**config.mk**
```make
export PLATFORM = sky130hd
export DESIGN_NAME = alu_issue_stage
export DESIGN_NICKNAME = d
export VERILOG_FILES = /design/src/rtl/alu_pkg.sv /design/src/rtl/operand_bypass_mux.sv /design/src/rtl/alu_issue_stage.sv
export SDC_FILE = /design/constraint.sdc
export NUM_CORES = 1
export LEC_CHECK = 0
export BUFFER_PORTS_ARGS = -buffer_cell sky130_fd_sc_hd__clkbuf_2
export CORE_ASPECT_RATIO = 0.7
export CORE_MARGIN = 5
export CORE_UTILIZATION = 40
export DETAILED_ROUTE_END_ITERATION = 10
export PLACE_DENSITY = 0.66
export SLEW_MARGIN = 10
export SYNTH_ARGS = -nofsm -noshare
export SYNTH_HDL_FRONTEND = slang
export SYNTH_SLANG_ARGS = --single-unit
```
**constraint.sdc**
```tcl
create_clock -name clk -period 6.4 [get_ports clk]
set_input_delay 1.28 -clock clk [delete_from_list [all_inputs] [get_ports clk]]
set_output_delay 1.28 -clock clk [all_outputs]
set_load 0.02 [all_outputs]
```
**src/rtl/alu_pkg.sv**
```systemverilog
// Shared types for the ALU issue stage and the ALU itself: widths, opcode enum
// and the stored issue-entry layout.
package alu_pkg;

    localparam int XLEN = 32;
    localparam int OP_W = 5;
    localparam int RA_W = 5;

    typedef enum logic [OP_W-1:0] {
        ALU_ADD  = 5'd0,
        ALU_SUB  = 5'd1,
        ALU_SLL  = 5'd2,
        ALU_SLT  = 5'd3,
        ALU_SLTU = 5'd4,
        ALU_XOR  = 5'd5,
        ALU_SRL  = 5'd6,
        ALU_SRA  = 5'd7,
        ALU_OR   = 5'd8,
        ALU_AND  = 5'd9,
        ALU_LUI  = 5'd10
    } alu_op_e;

    typedef struct packed {
        alu_op_e          op;
        logic [RA_W-1:0]  rs1;
        logic [RA_W-1:0]  rs2;
        logic [XLEN-1:0]  op1;
        logic [XLEN-1:0]  op2;
        logic [XLEN-1:0]  imm;
        logic [XLEN-1:0]  pc;
        logic             use_imm;
        logic             use_pc;
        logic [RA_W-1:0]  rd;
        logic             rd_we;
    } issue_entry_t;

endpackage

```
**src/rtl/operand_bypass_mux.sv**
```systemverilog
// Resolves one source operand from MEM/WB bypass or the stored value, and flags
// a load-use hazard when MEM holds the producer but cannot forward yet.
module operand_bypass_mux
    import alu_pkg::*;
(
    input  logic [RA_W-1:0] idx,
    input  logic            used,
    input  logic [XLEN-1:0] stored,
    input  logic [RA_W-1:0] mem_rd,
    input  logic            mem_we,
    input  logic            mem_fwd_ok,
    input  logic [XLEN-1:0] mem_result,
    input  logic [RA_W-1:0] wb_rd,
    input  logic            wb_we,
    input  logic [XLEN-1:0] wb_result,
    output logic [XLEN-1:0] value,
    output logic            hazard
);

    logic nonzero;
    logic mem_hit;
    logic wb_hit;

    always_comb begin
        nonzero = (idx != '0);
        mem_hit = nonzero & mem_we & (mem_rd == idx);
        wb_hit  = nonzero & wb_we & (wb_rd == idx);

        // x0 is hard zero; MEM is younger than WB so it wins
        value = stored;
        if (!nonzero)
            value = '0;
        else if (mem_hit)
            value = mem_result;
        else if (wb_hit)
            value = wb_result;

        hazard = used & mem_hit & ~mem_fwd_ok;
    end

endmodule

```
**src/rtl/alu_issue_stage.sv**
```systemverilog
// One-entry decode->ALU register: captures a decoded instruction, resolves its
// operands through MEM/WB bypass each cycle, and stalls on load-use hazards.
module alu_issue_stage
    import alu_pkg::*;
(
    input  logic            clk,
    input  logic            rst,
    input  logic            flush,
    input  logic            dec_valid,
    output logic            dec_ready,
    input  logic [OP_W-1:0] dec_alu_op,
    input  logic [RA_W-1:0] dec_rs1,
    input  logic [RA_W-1:0] dec_rs2,
    input  logic [XLEN-1:0] dec_rs1_data,
    input  logic [XLEN-1:0] dec_rs2_data,
    input  logic [XLEN-1:0] dec_imm,
    input  logic            dec_use_imm,
    input  logic            dec_use_pc,
    input  logic [XLEN-1:0] dec_pc,
    input  logic [RA_W-1:0] dec_rd,
    input  logic            dec_rd_we,
    input  logic [RA_W-1:0] mem_rd,
    input  logic            mem_we,
    input  logic            mem_fwd_ok,
    input  logic [XLEN-1:0] mem_result,
    input  logic [RA_W-1:0] wb_rd,
    input  logic            wb_we,
    input  logic [XLEN-1:0] wb_result,
    output logic            alu_valid,
    input  logic            alu_ready,
    output logic [OP_W-1:0] alu_op,
    output logic [XLEN-1:0] alu_in1,
    output logic [XLEN-1:0] alu_in2,
    output logic [RA_W-1:0] alu_rd,
    output logic            alu_rd_we
);

    issue_entry_t    ent_p1;
    issue_entry_t    new_ent;
    logic            full_p1;
    logic            vld_p1;
    logic [XLEN-1:0] byp1;
    logic [XLEN-1:0] byp2;
    logic            hz1;
    logic            hz2;
    logic            hz;
    logic            fire;
    logic            accept;

    operand_bypass_mux u_byp1 (
        .idx        (ent_p1.rs1),
        .used       (~ent_p1.use_pc),
        .stored     (ent_p1.op1),
        .mem_rd     (mem_rd),
        .mem_we     (mem_we),
        .mem_fwd_ok (mem_fwd_ok),
        .mem_result (mem_result),
        .wb_rd      (wb_rd),
        .wb_we      (wb_we),
        .wb_result  (wb_result),
        .value      (byp1),
        .hazard     (hz1)
    );

    operand_bypass_mux u_byp2 (
        .idx        (ent_p1.rs2),
        .used       (~ent_p1.use_imm),
        .stored     (ent_p1.op2),
        .mem_rd     (mem_rd),
        .mem_we     (mem_we),
        .mem_fwd_ok (mem_fwd_ok),
        .mem_result (mem_result),
        .wb_rd      (wb_rd),
        .wb_we      (wb_we),
        .wb_result  (wb_result),
        .value      (byp2),
        .hazard     (hz2)
    );

    always_comb begin
        hz        = full_p1 & (hz1 | hz2);
        vld_p1    = full_p1 & ~hz & ~flush;
        fire      = vld_p1 & alu_ready;
        dec_ready = ~flush & (~full_p1 | fire);
        accept    = dec_valid & dec_ready;

        new_ent         = '0;
        new_ent.op      = alu_op_e'(dec_alu_op);
        new_ent.rs1     = dec_rs1;
        new_ent.rs2     = dec_rs2;
        new_ent.op1     = dec_rs1_data;
        new_ent.op2     = dec_rs2_data;
        new_ent.imm     = dec_imm;
        new_ent.pc      = dec_pc;
        new_ent.use_imm = dec_use_imm;
        new_ent.use_pc  = dec_use_pc;
        new_ent.rd      = dec_rd;
        new_ent.rd_we   = dec_rd_we;
    end

    // ---- decode -> issue register ----
    always_ff @(posedge clk) begin
        if (rst) begin
            full_p1 <= 1'b0;
            ent_p1  <= '0;
        end else if (flush) begin
            full_p1 <= 1'b0;
        end else if (accept) begin
            full_p1 <= 1'b1;
            ent_p1  <= new_ent;
        end else if (fire) begin
            full_p1 <= 1'b0;
        end else if (full_p1) begin
            // Latch forwarded values so they survive the producer retiring;
            // a source still waiting on a load has nothing valid to latch.
            if (!hz1) ent_p1.op1 <= byp1;
            if (!hz2) ent_p1.op2 <= byp2;
        end
    end

    // ---- issue -> ALU ----
    always_comb begin
        alu_valid = vld_p1;
        alu_op    = ent_p1.op;
        alu_in1   = ent_p1.use_pc  ? ent_p1.pc  : byp1;
        alu_in2   = ent_p1.use_imm ? ent_p1.imm : byp2;
        alu_rd    = ent_p1.rd;
        alu_rd_we = vld_p1 & ent_p1.rd_we;
    end

endmodule
```
==> load_flow_metrics.sql <==
INSERT INTO impl_metrics (metric_group, metric, value, unit) VALUES
('yosys', 'synthDominantCellAreaShare', '32.9', '%'),
('sta', 'fin_crit', '4.93', 'ns'),
('layout', 'diodes', '0', ''),
('yosys', 'ys_seq_elements', '152', ''),
('power_and_ir_drop', 'totalPowerFinal', '2820', 'µW'),
('clocking', 'cts_inserted_buffers', '17', ''),
('layout', 'final_cell_count_no_fill', '1683', ''),
('clocking', 'clk_path_buf_depth', '2', ''),
('worst_setup_path', 'crit_path_end_kind', 'primary output', ''),
('clocking', 'ctsHoldBuffers', '0', ''),
('drt', 'routed_wirelength', '37.2', 'mm'),
('clocking', 'htree_num_levels', '4', ''),
('sta', 'setup_tns', '0', 'ns'),
('floorplanning', 'fp-row-count', '46', ''),
('sta', 'fmax', '203', 'MHz'),
('yosys', 'post_synth_instance_area', '9240', 'µm²'),
('sta', 'maxSlewHeadroom', '26.0', '%'),
('worst_setup_path', 'crit_path_start_kind', 'input pin', ''),
('floorplanning', 'die_w', '192', 'µm'),
('worst_hold_path', 'min_path_type', 'reg -> reg', ''),
('yosys', 'synth_cells', '1138', ''),
('yosys', 'synth_edf_count', '0', ''),
('yosys', 'synth_simple_gate_area_share', '13.3', '%'),
('worst_setup_path', 'crit-reg2reg-capture', 'ent_p1[122]', ''),
('worst_setup_path', 'ff2ff_setup_slack', '3.20', 'ns'),
('global_route', 'initial_antenna_violation_count', '0', ''),
('worst_setup_path', 'worst-r2r-cell-count', '7', ''),
('yosys', 'adder_cell_share_of_the_synthesized_area', '0', '%'),
('yosys', 'ys_dominant_reg_cell', 'dfxtp_1', ''),
('sta', 'worst_pin_slew', '1.11', 'ns'),
('sta', 'finalHoldViolCount', '0', ''),
('yosys', 'synth.largest_area_cell', 'dfxtp_1', ''),
('power_and_ir_drop', 'p_leak', '0.00495', 'µW'),
('drt', 'dr.pass1.iters', '5', ''),
('outcome', 'status', 'completed', ''),
('worst_setup_path', 'critical_path.reg2reg.startpoint', 'ent_p1[136]', ''),
('drt', 'post_drt_via_cell_ratio', '5.77', ''),
('yosys', 'synth.avg_cell_area', '8.12', 'µm²'),
('drt', 'detail_route.drc_violations', '0', ''),
('worst_hold_path', 'min_path_cells', '2', ''),
('drt', 'avgRoutedWirePerCell', '22.1', 'µm'),
('global_route', 'vias_in_the_first_global_route', '8988', ''),
('clocking', 'clockRootBuffer', 'clkbuf_16', ''),
('yosys', 'post_synthesis_async_set_or_reset_flop_share', '0', '%'),
('sta', 'grt_setup_unrepaired', 'false', ''),
('worst_setup_path', 'timing.setup.critical_path_class', 'in -> out', ''),
('floorplanning', 'placeableCoreArea', '22700', 'µm²'),
('yosys', 'post_synth_main_area_contributors', 'dfxtp_1, mux2i_1, o211ai_1', ''),
('global_route', 'global_route.overflow_total', '0', ''),
('power_and_ir_drop', 'p_per_area', '248', 'nW/µm²'),
('floorplanning', 'io-pin-count', '310', ''),
('clocking', 'buffers_inserted_during_post_cts_setup_optimization', '0', ''),
('placement', 'io_buffers', '309', ''),
('yosys', 'synth_top_family_by_area', 'compound AO/OA/AOI/OAI gates', ''),
('drt', 'final_antenna_violating_net_count', '0', ''),
('yosys', 'synth_xor_xnor_area_share', '1.89', '%'),
('yosys', 'mappedNetlistNets', '1371', ''),
('clocking', 'ctsResizeCount', '0', ''),
('clocking', 'clock_sinks', '152', ''),
('layout', 'utilization', '50.1', '%'),
('clocking', 'cts_tree', 'done', ''),
('yosys', 'synth_compound_gate_area_share', '31.8', '%'),
('placement', 'gp_routability_congestion', '0.927', ''),
('layout', 'areaGrowthSynthToFinish', '22.9', '%'),
('sta', 'report.final.slew_viol_count', '0', ''),
('yosys', 'ys_seq_area_share', '32.9', '%'),
('sta', 'final.hold.worst_slack', '0.490', 'ns'),
('yosys', 'post_synth_num_cell_types', '51', ''),
('worst_setup_path', 'worstPathRequired', '5.12', 'ns'),
('clocking', 'clk_latency', '0.43', 'ns'),
('clocking', 'path_clk_slew', '0.07', 'ns');
==> critical path: stages <==
cell	delay, ns
clkbuf_2	0.10
xor2_1	0.16
or4b_2	1.04
o21ai_0	0.31
o211ai_1	0.14
o211ai_1	0.24
o21ai_0	0.17
clkbuf_2	0.19
==> layout by cell type, fill, tap and decap left out, types with 30 or more instances in the layout <==
cell type    n
o221ai_1    34
clkbuf_2   308
mux2i_1     87
o211ai_1    89
a22o_1      39
nor2_1     175
inv_1       97
nand2_1     92
o221ai_2    30
o2111ai_1   63
dfxtp_1    150
o21ai_0     88
==> worst min path at each step <==
stage | slack (ns) | start | to
floorplan | 0.45 | ent_p1[0] | ent_p1[0]
global placement | 0.47 | ent_p1[0] | ent_p1[0]
detailed placement | 0.48 | ent_p1[0] | ent_p1[0]
CTS | 0.49 | ent_p1[0] | ent_p1[0]
global route | 0.52 | ent_p1[50] | ent_p1[50]
finish | 0.49 | ent_p1[0] | ent_p1[0]
==> layer usage <==
metal | wire length, µm | track usage (%) | share of wire [%]
met5 | 0 | 0 | 0
met3 | 4740 | 11.1 | 13
met1 | 17300 | 39.8 | 47
met2 | 14600 | 36.6 | 39
met4 | 571 | 6.46 | 1.5
==> Yosys cell counts (all sizes together), types with 4 or more instances <==
master,number
or4,4
o2111ai,63
a22o,39
xnor2,13
nor2,175
o211ai,90
buf,44
clkbuf,80
o221ai,64
mux2i,87
xor2,7
dfxtp,152
nand2,92
nand3,4
nand2b,4
inv,97
o21ai,89
==> through the flow <==
stage / worst slack [ns] / area (µm²)
after detailed placement: 1.53 / 10700
final: 1.47 / 11400
after global routing: 1.35 / 11400
after global placement: 1.58 / 10700
after floorplan: 1.86 / 9240
after CTS: 1.53 / 11400
==> sequential cells by signal, indices dropped and copies added, names as in the netlist <==
register	count
full_p1	1
alu_op	5
alu_rd	5
ent_p1	141
==> cell type report <==
| type | count | area [µm²] |
|---|---|---|
| clock buffer | 21 | 470 |
| fill | 2286 | 11300 |
| inverter | 97 | 364 |
| clock inverter | 11 | 160 |
| sequential | 152 | 3050 |
| tap | 312 | 390 |
| multi-input combinational | 765 | 5260 |
| timing repair buffer | 325 | 1670 |
==> cell families after synthesis <==
group	after synthesis
flip-flops	152
AO/OA/AOI/OAI	360
buffers and inverters	221
multiplexers	87
XOR/XNOR	20
AND/OR/NAND/NOR	298
==> power by group <==
group	switching, µW	internal (µW)	total (µW)
clock	452	654	1110
combinational	421	233	653
sequential	46.2	1010	1060
total	919	1900	2820
Power figures use the tool's default switching activity.
